$ cat src/rtl/uart_receive.sv
//============================================================================
// Module   : uart_receive
// Purpose  : 16x-oversampled 8N1 serial receiver with a processor-readable
//            receive buffer. Optional macro UART_RX_ERR_EN enables the
//            frame_err / overrun flags and discards bytes with a low stop bit.
// Revision : 1.0  initial release
//============================================================================
`default_nettype none

module uart_receive (
   input  logic       clk,
   input  logic       rst,
   input  logic       brg_tick,
   input  logic       rxd,
   input  logic       iocs,
   input  logic       iorw,
   input  logic [1:0] ioaddr,
   output logic [7:0] rx_data,
   output logic       rda,
   output logic       frame_err,
   output logic       overrun
);

   typedef enum logic [2:0] {
      S_IDLE  = 3'd0,
      S_START = 3'd1,
      S_DATA  = 3'd2,
      S_STOP  = 3'd3,
      S_BREAK = 3'd4
   } state_t;

   localparam logic [3:0] c_MID_TICK  = 4'd7;
   localparam logic [3:0] c_LAST_TICK = 4'd15;
   localparam logic [2:0] c_LAST_BIT  = 3'd7;

   state_t     r_state;
   logic       r_rxd_meta;
   logic       r_rxd_s;
   logic [3:0] r_tcnt;
   logic [2:0] r_bcnt;
   logic [7:0] r_shreg;
   logic       w_rd_strobe;

`ifdef UART_RX_ERR_EN
   logic       r_frame_err;
   logic       r_overrun;
`endif

   assign w_rd_strobe = iocs & iorw & (ioaddr == 2'b00);

   // Both synchronizer flops reset high so reset never looks like a start bit.
   always_ff @(posedge clk) begin
      if (rst) begin
         r_rxd_meta <= 1'b1;
         r_rxd_s    <= 1'b1;
      end else begin
         r_rxd_meta <= rxd;
         r_rxd_s    <= r_rxd_meta;
      end
   end

   always_ff @(posedge clk) begin
      if (rst) begin
         r_state     <= S_IDLE;
         r_tcnt      <= 4'd0;
         r_bcnt      <= 3'd0;
         r_shreg     <= 8'h00;
         rx_data     <= 8'h00;
         rda         <= 1'b0;
`ifdef UART_RX_ERR_EN
         r_frame_err <= 1'b0;
         r_overrun   <= 1'b0;
`endif
      end else begin
         // Read clears come first so a same-cycle completion below wins.
         if (w_rd_strobe) begin
            rda         <= 1'b0;
`ifdef UART_RX_ERR_EN
            r_frame_err <= 1'b0;
            r_overrun   <= 1'b0;
`endif
         end

         case (r_state)
            S_IDLE: begin
               if (!r_rxd_s) begin
                  r_tcnt  <= 4'd0;
                  r_state <= S_START;
               end
            end

            S_START: begin
               if (brg_tick) begin
                  r_tcnt <= r_tcnt + 4'd1;
                  if (r_tcnt == c_MID_TICK) begin
                     if (!r_rxd_s) begin
                        r_tcnt  <= 4'd0;
                        r_bcnt  <= 3'd0;
                        r_state <= S_DATA;
                     end else begin
                        r_state <= S_IDLE;
                     end
                  end
               end
            end

            S_DATA: begin
               if (brg_tick) begin
                  r_tcnt <= r_tcnt + 4'd1;
                  if (r_tcnt == c_LAST_TICK) begin
                     r_shreg <= {r_rxd_s, r_shreg[7:1]};
                     r_bcnt  <= r_bcnt + 3'd1;
                     if (r_bcnt == c_LAST_BIT) begin
                        r_state <= S_STOP;
                     end
                  end
               end
            end

            S_STOP: begin
               if (brg_tick) begin
                  r_tcnt <= r_tcnt + 4'd1;
                  if (r_tcnt == c_LAST_TICK) begin
                     if (r_rxd_s) begin
                        rx_data <= r_shreg;
                        rda     <= 1'b1;
`ifdef UART_RX_ERR_EN
                        if (rda && !w_rd_strobe) begin
                           r_overrun <= 1'b1;
                        end
`endif
                        r_state <= S_IDLE;
                     end else begin
`ifdef UART_RX_ERR_EN
                        r_frame_err <= 1'b1;
`else
                        rx_data <= r_shreg;
                        rda     <= 1'b1;
`endif
                        r_state <= S_BREAK;
                     end
                  end
               end
            end

            // Hold here until the line returns high so a stuck-low RX pin
            // cannot keep retriggering frames.
            S_BREAK: begin
               if (r_rxd_s) begin
                  r_state <= S_IDLE;
               end
            end

            default: begin
               r_state <= S_IDLE;
            end
         endcase
      end
   end

`ifdef UART_RX_ERR_EN
   assign frame_err = r_frame_err;
   assign overrun   = r_overrun;
`else
   assign frame_err = 1'b0;
   assign overrun   = 1'b0;
`endif

endmodule

`default_nettype wire

$ cat config.mk
export PLATFORM = sky130hd
export DESIGN_NAME = uart_receive
export DESIGN_NICKNAME = d
export VERILOG_FILES = /design/src/rtl/uart_receive.sv
export SDC_FILE = /design/constraint.sdc
export NUM_CORES = 1
export LEC_CHECK = 0
export ABC_CLOCK_PERIOD_IN_PS = 2100
export CORE_ASPECT_RATIO = 1.25
export CORE_MARGIN = 4
export CORE_UTILIZATION = 53
export DETAILED_ROUTE_END_ITERATION = 7
export GPL_TIMING_DRIVEN = 0
export HOLD_SLACK_MARGIN = 0.03
export PLACE_DENSITY = 0.83
export REMOVE_ABC_BUFFERS = 1
export SLEW_MARGIN = 20
export SYNTH_ARGS = -nofsm -noshare
export SYNTH_HDL_FRONTEND = slang
export SYNTH_SLANG_ARGS = --single-unit
export TNS_END_PERCENT = 100
$ cat constraint.sdc
create_clock -name clk -period 2.1 [get_ports clk]
set_clock_uncertainty 0.05 [all_clocks]
set_input_delay 0.63 -clock clk [delete_from_list [all_inputs] [get_ports clk]]
set_output_delay 0.63 -clock clk [all_outputs]
set_load 0.01 [all_outputs]
==> results of run 1 <==
-- metrics by stage --
step                      hold slack, ps  setup slack (ps)
after detailed placement             348              -640
after global placement               344              -946
after floorplan                      339              6.56
after global routing                 390             -4.42
final                                368              72.7
after CTS                            373              15.1
-- critical path, stage by stage --
cell,delay [ps]
clkdlybuf4s50_1,570
nand4_1,220
nor3_2,230
buf_4,240
mux2i_1,210
nor2_1,60
-- cells in the mapped netlist, types with 2 or more instances --
master	count	area, um2
nor3b_1	3	22.5
nand4_1	6	37.5
a21oi_1	10	50.1
a221o_1	2	20.0
mux2i_1	16	160
nand2b_1	3	18.8
xor2_1	2	17.5
o21ai_0	5	25.0
buf_4	2	15.0
a31oi_1	2	12.5
buf_2	5	25.0
clkbuf_1	3	11.3
or2_2	2	12.5
a21o_1	2	15.0
nand3_1	3	15.0
ha_1	3	37.5
or3b_1	2	17.5
o31ai_1	3	22.5
nand2_1	3	11.3
inv_1	2	7.51
nor3_1	2	10.0
dfxtp_1	29	581
nor2_1	22	82.6
-- cells by family after synthesis --
family,Yosys count
and+or+nand+nor,55
AOI/OAI and AO/OA,31
DFF,29
muxes,16
buffers and inverters,13
adders and majority gates,3
xor gates and xnor gates,2
other,1
-- flip-flops by register name, indices dropped and copies added (netlist names) --
signal,flops
r_shreg,8
rx_data,8
r_tcnt,4
r_bcnt,3
r_state,3
r_rxd_meta,1
r_rxd_s,1
rda,1
-- layer usage --
layer / GRT usage, % / vias to the layer above
met4: 12.5 / 0
li1: - / 571
met5: 0 / -
met1: 20.0 / 527
met3: 5.29 / 6
met2: 32.4 / 20
-- layout make-up --
cell class              count  area, um2
inverters                   2       7.51
multi-input cells         109        748
well taps                  33       41.3
clock buffers               5       37.5
clock inverters             3       17.5
flip-flops and latches     29        582
fillers                   227        851
repair buffers             17        168
-- path summary, 6_finish.rpt --
check        startpoint         end  slack, ps  cells after the start
max            brg_tick  r_shreg[0]         70                      6
min          r_rxd_meta     r_rxd_s        370                      1
max reg2reg  r_state[0]   r_bcnt[1]        230                      4
min reg2reg  r_rxd_meta     r_rxd_s        370                      1
-- power groups by stage --
stage | combinational (uW) | clock (uW) | sequential, uW
2_1_floorplan | 178 | 0 | 599
3_3_place_gp | 223 | 0 | 608
3_5_place_dp | 237 | 0 | 610
4_1_cts | 238 | 338 | 597
5_1_grt | 264 | 367 | 600
6_report | 241 | 332 | 598
-- timing repair --
action | CTS | global route
hold buffers | 0 | 0
buffers inserted | 0 | 0
gates resized for setup | 1 | 2
endpoints found under the setup margin | 9 | 11
pin swaps | 0 | 0
==> metrics.txt, run 1 <==
outcome finished clean; M1 WL ~1.2 mm; I/O Buffers 16; Worst Setup Start Kind input port; Initial Util a little under three fifths; total power draw 1170 uW; Synth Register Bits 29; area post-placement 1540 um2; setup tns final 0 ps; First DRT Iteration DRCs 42; clk root buf clkbuf_4; Finished Cell Area between 1500 and 2000 um2; total grt overflow 0; DIE WIDTH 53.6 um; relative slew slack 34.7%; Top-Level Pins 19; non-filler cells, final 198; adder and majority gate portion of the synthesized area 2.73%; Clk pwr share 28.4%; largest net degree at the start of global routing 30; vias post-DR 1124; post-synth cell types 41; Slew @ Worst Pin 977 ps; Mapped Cells 150; crit path DAT 2160 ps; Core Area 2450 um2; Tcrit/Tclk final 96.5%; minimum clock period 2030 ps; post-synthesis compound-gate area fraction 15.4%; Num CTS Buffers 5; HP Class reg -> reg; Num Clock Sinks 29; Final Max Slew Viols 0; FMAX 493 MHz; routed wl met3 111 um; DRC viols 0; RSZ-0062 raised after global routing true; first-pass GRT wire length ~5.0 mm; Post-synth EDFFs 0; xor-xnor portion of the synthesized cell area between 1 and 1.5%; PwrDens around 730 nW/um2; antenna cell count 0; # setup viols final 0; die area 3480 um2; Max IR drop VDD 0.562 mV; mux contribution to synthesized area 11.6%; FP Rows 20; commonest non-fill, non-tap cell in the layout dfxtp_1; Final GP Congestion 0.827; DR pass1 iterations 4; Die H 65.0 um; CP Data Required Time 2230 ps; CTS tree done; met2 routed WL 1.40 mm; Post-DP HPWL 1.91 mm; placed insts 190; vias per cell between 5 and 6; ys async rst share 0%; final wirelength 2.80 mm; sequential element share of the synthesized area between 40% and 50%; GRT Total Usage 19.2%; simple-gate area share of the yosys netlist roughly 22%; switching share of power 32.4%; combinational share of power 20.6%; Internal Power 792 uW; average size of a mapped cell 9.17 um2; initial antenna violation count 0; Post-DRT Antenna Nets 0; Lkg Pwr 0.000546 uW; Max Fanout on Critical Path 8; Main synth FF type dfxtp_1; Seq pwr share approximately half; Final Hold Vio Count 0; Reg clk slew, reported paths ~100 ps; Syn. warnings 0; largest family of logic cells by synthesized area simple AND/OR/NAND/NOR gates; post-layout net count 175; layout cells sized above 1 10.3%; vias in the first global route 1179; fin util 65.3%; commonest cells after routing, fill and taps aside dfxtp_1 (28), nor2_1 (22), mux2i_1 (16), clkdlybuf4s50_1 (16), a21oi_1 (10); Area growth syn-to-layout 16.5%; Net Sw Power 379 uW; CTS HTree Levels 2; Max clock buf depth 2; max_cap viols 0; Cell Area, Synth roughly 1400 um2; nature of the critical path endpoint flop; Clock Latency Late Sink between 300 and 400 ps; routed length per instance 14.1 um; Top Metal Used met4; Worst Setup Path Type in -> reg
No activity file was read; power rests on OpenSTA's default activity.
==> inputs of run 2 (changes only) <==
--- a/config.mk
+++ b/config.mk
@@ -14,6 +14,7 @@
 export HOLD_SLACK_MARGIN = 0.03
 export PLACE_DENSITY = 0.83
 export REMOVE_ABC_BUFFERS = 1
+export SKIP_CTS_REPAIR_TIMING = 1
 export SLEW_MARGIN = 20
 export SYNTH_ARGS = -nofsm -noshare
 export SYNTH_HDL_FRONTEND = slang
==> constraint.sdc (replaced) <==
create_clock -name clk -period 2.1 [get_ports clk]
set_clock_uncertainty 0.05 [all_clocks]
set_input_delay 0.21 -clock clk [delete_from_list [all_inputs] [get_ports clk]]
set_output_delay 0.21 -clock clk [all_outputs]
set_load 0.01 [all_outputs]
==> metrics.txt, run 2 (synthesis gave the netlist of run 1 again) <==
layout cells sized above 1 10.3% (unchanged); FP Rows 20 (unchanged); outcome finished clean (unchanged); GRT Total Usage 19.2% (unchanged); commonest non-fill, non-tap cell in the layout dfxtp_1 (unchanged); FF+latch area 582 um2 (unchanged); initial antenna violation count 0 (unchanged); Lkg Pwr 0.000546 uW (about the same); Tcrit/Tclk final 90.4% (was 96.5%); FMAX 527 MHz (was 493 MHz); Post-DRT Antenna Nets 0 (unchanged); commonest cells after routing, fill and taps aside dfxtp_1 (28), nor2_1 (22), mux2i_1 (16), clkdlybuf4s50_1 (16), a21oi_1 (10) (unchanged); DRC viols 0 (unchanged); CTS tree done (unchanged); nature of the critical path endpoint flop (unchanged); max_cap viols 0 (unchanged); Area growth syn-to-layout 16.1% (was 16.5%); Max clock buf depth 2 (unchanged); total grt overflow 0 (unchanged); Clock Latency Late Sink 330 ps (about the same); Post-DP HPWL 1.91 mm (unchanged); DR pass1 iterations 4 (unchanged); largest net degree at the start of global routing 30 (unchanged); HP Class reg -> reg (unchanged); fin util 65.1% (was 65.3%); Top-Level Pins 19 (unchanged); Worst Setup Start Kind flop (was input port); die area 3480 um2 (unchanged); CTS HTree Levels 2 (unchanged); Final Hold Vio Count 0 (unchanged); Max Fanout on Critical Path 14 (was 8); antenna cell count 0 (unchanged); vias post-DR 1133 (was 1124); crit path DAT 2030 ps (was 2160 ps); total power draw 1170 uW (about the same); Reg clk slew, reported paths 100 ps (about the same); first-pass GRT wire length 4.96 mm (unchanged); Core Area 2450 um2 (unchanged); clk root buf clkbuf_4 (unchanged); Num CTS Buffers 5 (unchanged); PwrDens 734 nW/um2 (was 732 nW/um2); top flop regs r_shreg (8), rx_data (8), r_tcnt (4) (unchanged); vias in the first global route 1179 (unchanged); vias per cell 5.72 (was 5.68); minimum clock period 1900 ps (was 2030 ps); Num Clock Sinks 29 (unchanged); # setup viols final 0 (unchanged); Slew @ Worst Pin 971 ps (was 977 ps); CP Data Required Time 2230 ps (about the same); Layout fillers 228 (was 227); final wirelength 2.79 mm (was 2.80 mm); First DRT Iteration DRCs 37 (was 42); Worst Setup Path Type reg -> reg (was in -> reg); relative slew slack 35.1% (was 34.7%); Initial Util 56.1% (unchanged); Max IR drop VDD 0.563 mV (was 0.562 mV); RSZ-0062 raised after global routing false (was true); post-layout net count 175 (unchanged); DIE WIDTH 53.6 um (unchanged); Final Max Slew Viols 0 (unchanged); Die H 65.0 um (unchanged); Final GP Congestion 0.827 (unchanged); Multi-input gate area 743 um2 (was 748 um2); routed length per instance 14.1 um (about the same); I/O Buffers 16 (unchanged)
==> run 2: final timing paths <==
kind                   start    endpoint  slack [ps]  depth (start not counted)
hold reg to reg   r_rxd_meta     r_rxd_s         370                          1
setup reg to reg  r_state[0]  rx_data[3]         200                          4
hold / removal    r_rxd_meta     r_rxd_s         370                          1
setup / recovery  r_state[0]  rx_data[3]         200                          4
==> run 2: layout make-up <==
| cell class | count | area share, % |
|---|---|---|
| tap | 33 | 2.59 |
| multi-input combinational | 109 | 46.6 |
| clock inverter | 3 | 1.10 |
| sequential | 29 | 36.4 |
| inverter | 2 | 0.470 |
| clock buffer | 5 | 2.35 |
| timing repair buffer | 17 | 10.5 |
==> run 2: power breakdown <==
part / switching (uW) / leakage, uW / internal (uW)
logic: 137 / 0.000281 / 103
clock network: 207 / 0.0000310 / 126
registers: 35.1 / 0.000235 / 563
total: 379 / 0.000546 / 792
==> run 2: metrics by stage <==
stage | instances | hold WS [ps] | worst slack [ps] | instance area [um2] | setup TNS [ps]
floorplan | 140 | 229 | 54.5 | 1320 | 0
global placement | 189 | 344 | -526 | 1530 | -5820
detailed placement | 190 | 348 | -220 | 1540 | -1620
CTS | 198 | 373 | -73.2 | 1590 | -421
global route | 198 | 390 | 40.1 | 1600 | 0
finish | 198 | 368 | 201 | 1600 | 0
==> run 2: worst max-delay path, stage by stage, from the launching register on <==
cell,delay (ps)
dfxtp_1,590
and3b_1,260
nor2b_2,520
mux2i_1,270
nor2_1,60
==> run 2: metal layers <==
layer	track usage [%]	vias up	share of wire, %
met1	20.0	532	44
met5	0	-	0
met2	32.4	26	50
li1	-	570	-
met4	12.5	0	2.1
met3	5.29	5	4.2
